**src/rtl/pll_lock_mgr.sv**
```systemverilog
// PLL lock supervisor: synchronises and debounces the raw PLL lock flag, holds the
// system reset for a fixed time after lock, and requests a PLL relock on timeout.
module pll_lock_mgr #(
  parameter int SYNC_STAGES     = 2,
  parameter int STABLE_CYCLES   = 1024,
  parameter int RST_HOLD_CYCLES = 16,
  parameter int TIMEOUT_CYCLES  = 65536,
  parameter int RELOCK_PULSE    = 8,
  parameter int CNT_W           = 8
) (
  input  logic             clock_in,
  input  logic             rst_in,
  input  logic             lock_in,
  output logic             locked,
  output logic             rst_out,
  output logic             pll_rst_req,
  output logic [CNT_W-1:0] loss_count,
  output logic [CNT_W-1:0] relock_count
);

  function automatic int max2(input int a, input int b);
    return (a > b) ? a : b;
  endfunction

  localparam int MAX_CYCLES = max2(max2(STABLE_CYCLES, RST_HOLD_CYCLES),
                                   max2(TIMEOUT_CYCLES, RELOCK_PULSE));
  localparam int CW = $clog2(MAX_CYCLES) + 1;
  localparam bit TIMEOUT_EN = (TIMEOUT_CYCLES > 0);

  localparam logic [CW-1:0] STABLE_LAST  = CW'(STABLE_CYCLES - 1);
  localparam logic [CW-1:0] HOLD_LAST    = CW'(RST_HOLD_CYCLES - 1);
  localparam logic [CW-1:0] PULSE_LAST   = CW'(RELOCK_PULSE - 1);
  localparam logic [CW-1:0] TIMEOUT_LAST = CW'(TIMEOUT_EN ? TIMEOUT_CYCLES - 1 : 0);
  localparam logic [CNT_W-1:0] CNT_MAX   = {CNT_W{1'b1}};

  typedef enum logic [2:0] {
    S_WAIT, S_STABLE, S_HOLD, S_RUN, S_PLLRST
  } state_t;

  state_t           state_reg, state_next;
  logic [CW-1:0]    count_reg, count_next;
  logic [SYNC_STAGES-1:0] sync_reg;
  logic             lock_s;
  logic             locked_reg, locked_next;
  logic             rst_out_reg, rst_out_next;
  logic             req_reg, req_next;
  logic [CNT_W-1:0] loss_reg, loss_next;
  logic [CNT_W-1:0] relock_reg, relock_next;

  assign lock_s = sync_reg[SYNC_STAGES-1];

  // State register; the output flops live here too so every output is a flop.
  always_ff @(posedge clock_in or posedge rst_in) begin
    if (rst_in) begin
      sync_reg    <= '0;
      state_reg   <= S_WAIT;
      count_reg   <= '0;
      locked_reg  <= 1'b0;
      rst_out_reg <= 1'b1;
      req_reg     <= 1'b0;
      loss_reg    <= '0;
      relock_reg  <= '0;
    end else begin
      sync_reg    <= {sync_reg[SYNC_STAGES-2:0], lock_in};
      state_reg   <= state_next;
      count_reg   <= count_next;
      locked_reg  <= locked_next;
      rst_out_reg <= rst_out_next;
      req_reg     <= req_next;
      loss_reg    <= loss_next;
      relock_reg  <= relock_next;
    end
  end

  // One shared timer/counter: each state only ever needs one of them.
  always_comb begin
    state_next = state_reg;
    count_next = count_reg;
    case (state_reg)
      S_WAIT: begin
        if (lock_s) begin
          state_next = S_STABLE;
          count_next = '0;
        end else if (TIMEOUT_EN && count_reg == TIMEOUT_LAST) begin
          state_next = S_PLLRST;
          count_next = '0;
        end else if (TIMEOUT_EN) begin
          count_next = count_reg + 1'b1;
        end
      end
      S_STABLE: begin
        if (!lock_s) begin
          state_next = S_WAIT;
          count_next = '0;
        end else if (count_reg == STABLE_LAST) begin
          state_next = S_HOLD;
          count_next = '0;
        end else begin
          count_next = count_reg + 1'b1;
        end
      end
      S_HOLD: begin
        if (!lock_s) begin
          state_next = S_WAIT;
          count_next = '0;
        end else if (count_reg == HOLD_LAST) begin
          state_next = S_RUN;
          count_next = '0;
        end else begin
          count_next = count_reg + 1'b1;
        end
      end
      S_RUN: begin
        if (!lock_s) begin
          state_next = S_WAIT;
          count_next = '0;
        end
      end
      S_PLLRST: begin
        if (count_reg == PULSE_LAST) begin
          state_next = S_WAIT;
          count_next = '0;
        end else begin
          count_next = count_reg + 1'b1;
        end
      end
      default: begin
        state_next = S_WAIT;
        count_next = '0;
      end
    endcase
  end

  always_comb begin
    locked_next  = (state_next == S_HOLD) || (state_next == S_RUN);
    rst_out_next = (state_next != S_RUN);
    req_next     = (state_next == S_PLLRST);
    loss_next    = loss_reg;
    relock_next  = relock_reg;
    if ((state_reg == S_HOLD || state_reg == S_RUN) && state_next == S_WAIT && loss_reg != CNT_MAX)
      loss_next = loss_reg + 1'b1;
    if (state_reg == S_WAIT && state_next == S_PLLRST && relock_reg != CNT_MAX)
      relock_next = relock_reg + 1'b1;
  end

  assign locked       = locked_reg;
  assign rst_out      = rst_out_reg;
  assign pll_rst_req  = req_reg;
  assign loss_count   = loss_reg;
  assign relock_count = relock_reg;

endmodule

```
**config.mk**
```make
export PLATFORM = sky130hd
export DESIGN_NAME = pll_lock_mgr
export DESIGN_NICKNAME = d
export VERILOG_FILES = /design/src/rtl/pll_lock_mgr.sv
export SDC_FILE = /design/constraint.sdc
export NUM_CORES = 1
export LEC_CHECK = 0
export CAP_MARGIN = 5
export CORE_MARGIN = 10
export CORE_UTILIZATION = 60
export CTS_BUF_LIST = sky130_fd_sc_hd__clkbuf_16
export DETAILED_ROUTE_END_ITERATION = 6
export PLACE_DENSITY = 0.85
export SETUP_SLACK_MARGIN = 0.2
export SYNTH_ARGS = -nofsm -noshare
export SYNTH_HDL_FRONTEND = slang
export SYNTH_SLANG_ARGS = --single-unit
```
**constraint.sdc**
```tcl
create_clock -name clock_in -period 3.7 [get_ports clock_in]
set_clock_uncertainty 0.15 [all_clocks]
set_input_delay 0.37 -clock clock_in [delete_from_list [all_inputs] [get_ports clock_in]]
set_output_delay 0.37 -clock clock_in [all_outputs]
set_load 0.03 [all_outputs]
```
---- Word level (Yosys, flattened, before mapping) ----
Cells that the tools add are included.
storage, ports and cells
  logic and storage cells ................. 52
  output and inout bits ................... 19
  register bits ........................... 41
cells by class
  equality and inequality tests ........... 15
  add/subtract/negate cells ............... 3
  reduce and logical (&&, ||, !) cells .... 8
  mux-type cells .......................... 18
operator list
  operator                                               count
  two-way mux 17 bit                                     8
  case mux 17 bit (5 select lines)                       1
  two-way mux 3 bit                                      8
  adder 17 x 1 -> 17 bit, second input constant          1
  == test 17 x 10 -> 1 bit, second input constant        1
  == test 17 x 16 -> 1 bit, second input constant        1
  == test 17 x 3 -> 1 bit, second input constant         1
  == test 17 x 4 -> 1 bit, second input constant         1
  adder 8 x 1 -> 8 bit, second input constant            2
  inequality test 8 bit, second input constant           2
  case mux 3 bit (5 select lines)                        1
  == test 3 x 2 -> 1 bit, second input constant          4
  == test 3 bit, second input constant                   2
  zero test 3 bit                                        2
  logical AND 1 bit                                      4
  == test 3 x 1 -> 1 bit, second input constant          1
  inequality test 3 x 2 -> 1 bit, second input constant  1
  logical OR 1 bit                                       2
  inequality test 2 bit, second input constant           1

---- Logic depth before layout (Yosys ltp) ----
  depth in word-level cells ............... 7
  gate-level depth with buffers ........... 12
  depth with buffers taken out ............ 11

---- Worst setup path after synthesis ----
OpenSTA, ideal clock, no wires.
  kind .................................... register -> register
  start point ............................. reg count_reg[0]
  end point ............................... reg relock_reg[1] (netlist: relock_count[1])
  arrival time ............................ 2.164 ns
  path buffers ............................ 0
  cell stages (with the launch flop) ...... 10
  clock period less this slack ............ 2.439 ns
  required time ........................... 3.425 ns
  setup slack ............................. 1.261 ns
  cells stage by stage .................... dfrtp_1 > ha_1 > and2_1 > and3_1 > nand3_1 > inv_1 > ha_1 > inv_1 > a311oi_4 > mux2_2
on the way
  cells in the longest elaborated chain, start to end .. 7
  elaborated cells between the ends (all ways) .. 15
RTL lines
  item                                             RTL line     text
  start, declared                                  41           logic [CW-1:0] count_reg, count_next;
  start signal, assigned                           66           count_reg <= count_next;
  == test 17 x 4 -> 1 bit (tied with other cells)  106          end else if (count_reg == HOLD_LAST) begin
  two-way mux 3 bit, on equally long branches      106, 84, 95
  two-way mux 3 bit, on equally long branches      103, 81, 92
  case mux 3 bit (5 select lines) (*)              79           case (state_reg)
  == test 3 bit (*)                                142          if (state_reg == S_WAIT && state_next == S_PLLRST && relock_reg != CNT_MAX)
  logical AND 1 bit (*) (2 in a row)               142
  end signal, assigned                             71           relock_reg <= relock_next;
  end, declared                                    48           logic [CNT_W-1:0] relock_reg, relock_next;
Mark *: on every way between the ends. The rest lies on a longest branch, timed or not.
A chain may end at the register's enable or synchronous reset.

---- Worst setup path after layout ----
  start point ............................. reg count_reg[3]
  end point ............................... reg count_reg[7]
on the way
  cells in the longest elaborated chain, start to end .. 4
  elaborated cells between the ends (all ways) .. 13
RTL lines
  item                                            RTL line
  adder 17 x 1 -> 17 bit (tied with other cells)  n/a
  two-way mux 17 bit, on equally long branches    106, 84, 95
  two-way mux 17 bit, on equally long branches    103, 81, 92
  case mux 17 bit (5 select lines) (*)            79
Marked as above.

==> results.cfg <==
[outcome]
status = finished clean

[finish]
fin_area_sq_um = 2530
layout.cells.non_filler = 281
fin_nets = 242
final_common_cell = dfrtp_1
fin_util_pct = 74.1
drive_above_1_share_pct = 7.66
largest_reg_flops = 17
num_antenna_cells = 0
nFillCells = 235
syn2layout_area_growth_pct = 16.6
final_cell_mix = 40 x dfrtp_1, 24 x nor2_1, 21 x clkdlybuf4s50_1

[synth]
syn_area_sq_um = 2170
synth_edf_count = 0
async_flop_share_pct = 100
synth_flop_cell = dfrtp_1
synth_nets = 222
synth_area_per_cell_sq_um = 10.1
yosysWarnings = 0
syn_inst = 214
ys_seq_area_share_pct = 47.3
synth_seq_cells = 41
ys_types = 42

[place]
gp_congestion = 0.947
placed_area_sq_um = 2390
dp_cells = 273
pre_cts_ws_ns = 0.837
port_buffers = 21
dpl.hpwl_um = 3190

[worst_setup_path]
worstPathRequired_ns = 3.68
arrival_ns = 2.86
slowest_stage = nor4_4
path_depth = 8
crit_chain = and4_1 -> and3_1 -> nand3_1 -> inv_1 -> ha_1 -> o22ai_4 -> nor4_4 -> o21ai_0
path_max_fanout = 13
crit_type = flip-flop to flip-flop
rr_worst_depth = 8
max_stage_delay_ns = 0.65
path_delay_family = simple AND/OR/NAND/NOR gates
start_kind = flip-flop
end_kind = flip-flop
path_buf_inv = 1

[cts]
insertion_delay_ns = 0.28
post-cts-setup-buffers = 0
root_buffer = clkbuf_16
post_cts_resized = 0
h-tree-depth = 2
clock_sinks = 41
cts_buffers = 5
holdBufCountCts = 0
cts.path.max_buffers = 2
path_clk_slew_ns = 0.06
cts_tree = yes

[floorplanning]
die-width_um = 80.2
die_height_um = 80.2
rows = 21
dieArea_sq_um = 6420
num_io_pins = 22
design.core.area_sq_um = 3420
start_util_pct = 63.6

[detailed_routing]
antenna_left = 0
drt_pre_antenna_iters = 4
routed_wl_um = 4440
avgViaCountPerCell = 6.07
num_vias = 1706
route.detailed.drc = 0
wl_per_cell_um = 15.8
drt_iter0_markers = 206

[sta]
fmax_mhz = 347
tightestPinTransition_ns = 0.754
fin_ws_ns = 0.817
tns_ns = 0
rsz0062_at_grt = false
drv_slew = 0
hold_viol_final = 0
relSlewSlack_pct = 49.7
period_minus_slack_ns = 2.88
period_share_pct = 77.9
finalSetupViolCount = 0
holdWs_ns = 0.208

[grt]
grt.total_usage_pct = 14.3
grt_max_degree = 22
grt_pass1_wl_um = 7340
overflow = 0
grt_antenna_before_repair = 0
grt_pass1_vias = 1574

[pwr]
peakVddDrop_mv = 0.279
power_mw = 0.928
p_leak_nw = 1.08
power_density_nw_per_um2 = 367

[min_path]
hold_path.class = flip-flop to flip-flop
hold_depth = 0

[run]
maxCapViolations = 0
## worst paths after layout
path,startpoint,end,slack (ns)
setup / recovery,count_reg[3],count_reg[7],0.82
hold / removal,sync_reg[0],sync_reg[1],0.21
min in group asynchronous,rst_in,sync_reg[0],0.37
hold reg to reg,sync_reg[0],sync_reg[1],0.21
max in group asynchronous,rst_in,rst_out,2.22
setup reg to reg,count_reg[3],count_reg[7],0.82
## routing by layer
layer  vias up  track usage, %  routed length (um)
li1        811               -                   -
met1       814            17.0                1870
met2        69            23.6                2130
met3        12            3.67                 331
met4         0            6.34                 102
met5         -               0                   0
## cell families (layout without fill, tap and decap cells)
kind of cell | after synthesis | in the layout | synth area share, %
and+or+nand+nor | 95 | 95 | 23.7
DFF | 41 | 41 | 47.3
muxes | 5 | 5 | 2.48
xor gates and xnor gates | 19 | 19 | 7.67
buffers and inverters | 19 | 40 | 4.15
AOI/OAI and AO/OA | 30 | 30 | 11.8
adders and majority gates | 5 | 5 | 2.88
## synthesized netlist by cell type (all sizes together) (6+ instances only)
library cell	instances	area share, %
nand4	10	2.9
nor4	6	2.4
dfrtp	40	46
inv	10	1.7
nand2	16	2.8
nor3	10	2.3
xnor2	11	4.4
nand3	11	2.8
o21ai	12	2.8
nor2	24	4.2
xor2	8	3.2
buf	6	1.9
## area by class of cell
class                           count  area (sq um)  share of cell area, %
Clock inverter                      3          12.5                  0.494
Tap cell                           46          57.6                   2.27
Timing Repair Buffer               22           218                   8.60
Sequential cell                    41          1030                   40.6
Multi-Input combinational cell    154          1050                   41.6
Clock buffer                        5           125                   4.94
Inverter                           10          37.5                   1.48
## report_power, final
part	internal [mW]	total [mW]	leakage [nW]	switching, mW
combinational	0.0215	0.0583	0.450	0.0368
sequential	0.457	0.468	0.561	0.0110
clock	0.243	0.402	0.0687	0.158
total	0.722	0.928	1.08	0.206
No activity file was read; power rests on OpenSTA's default activity.
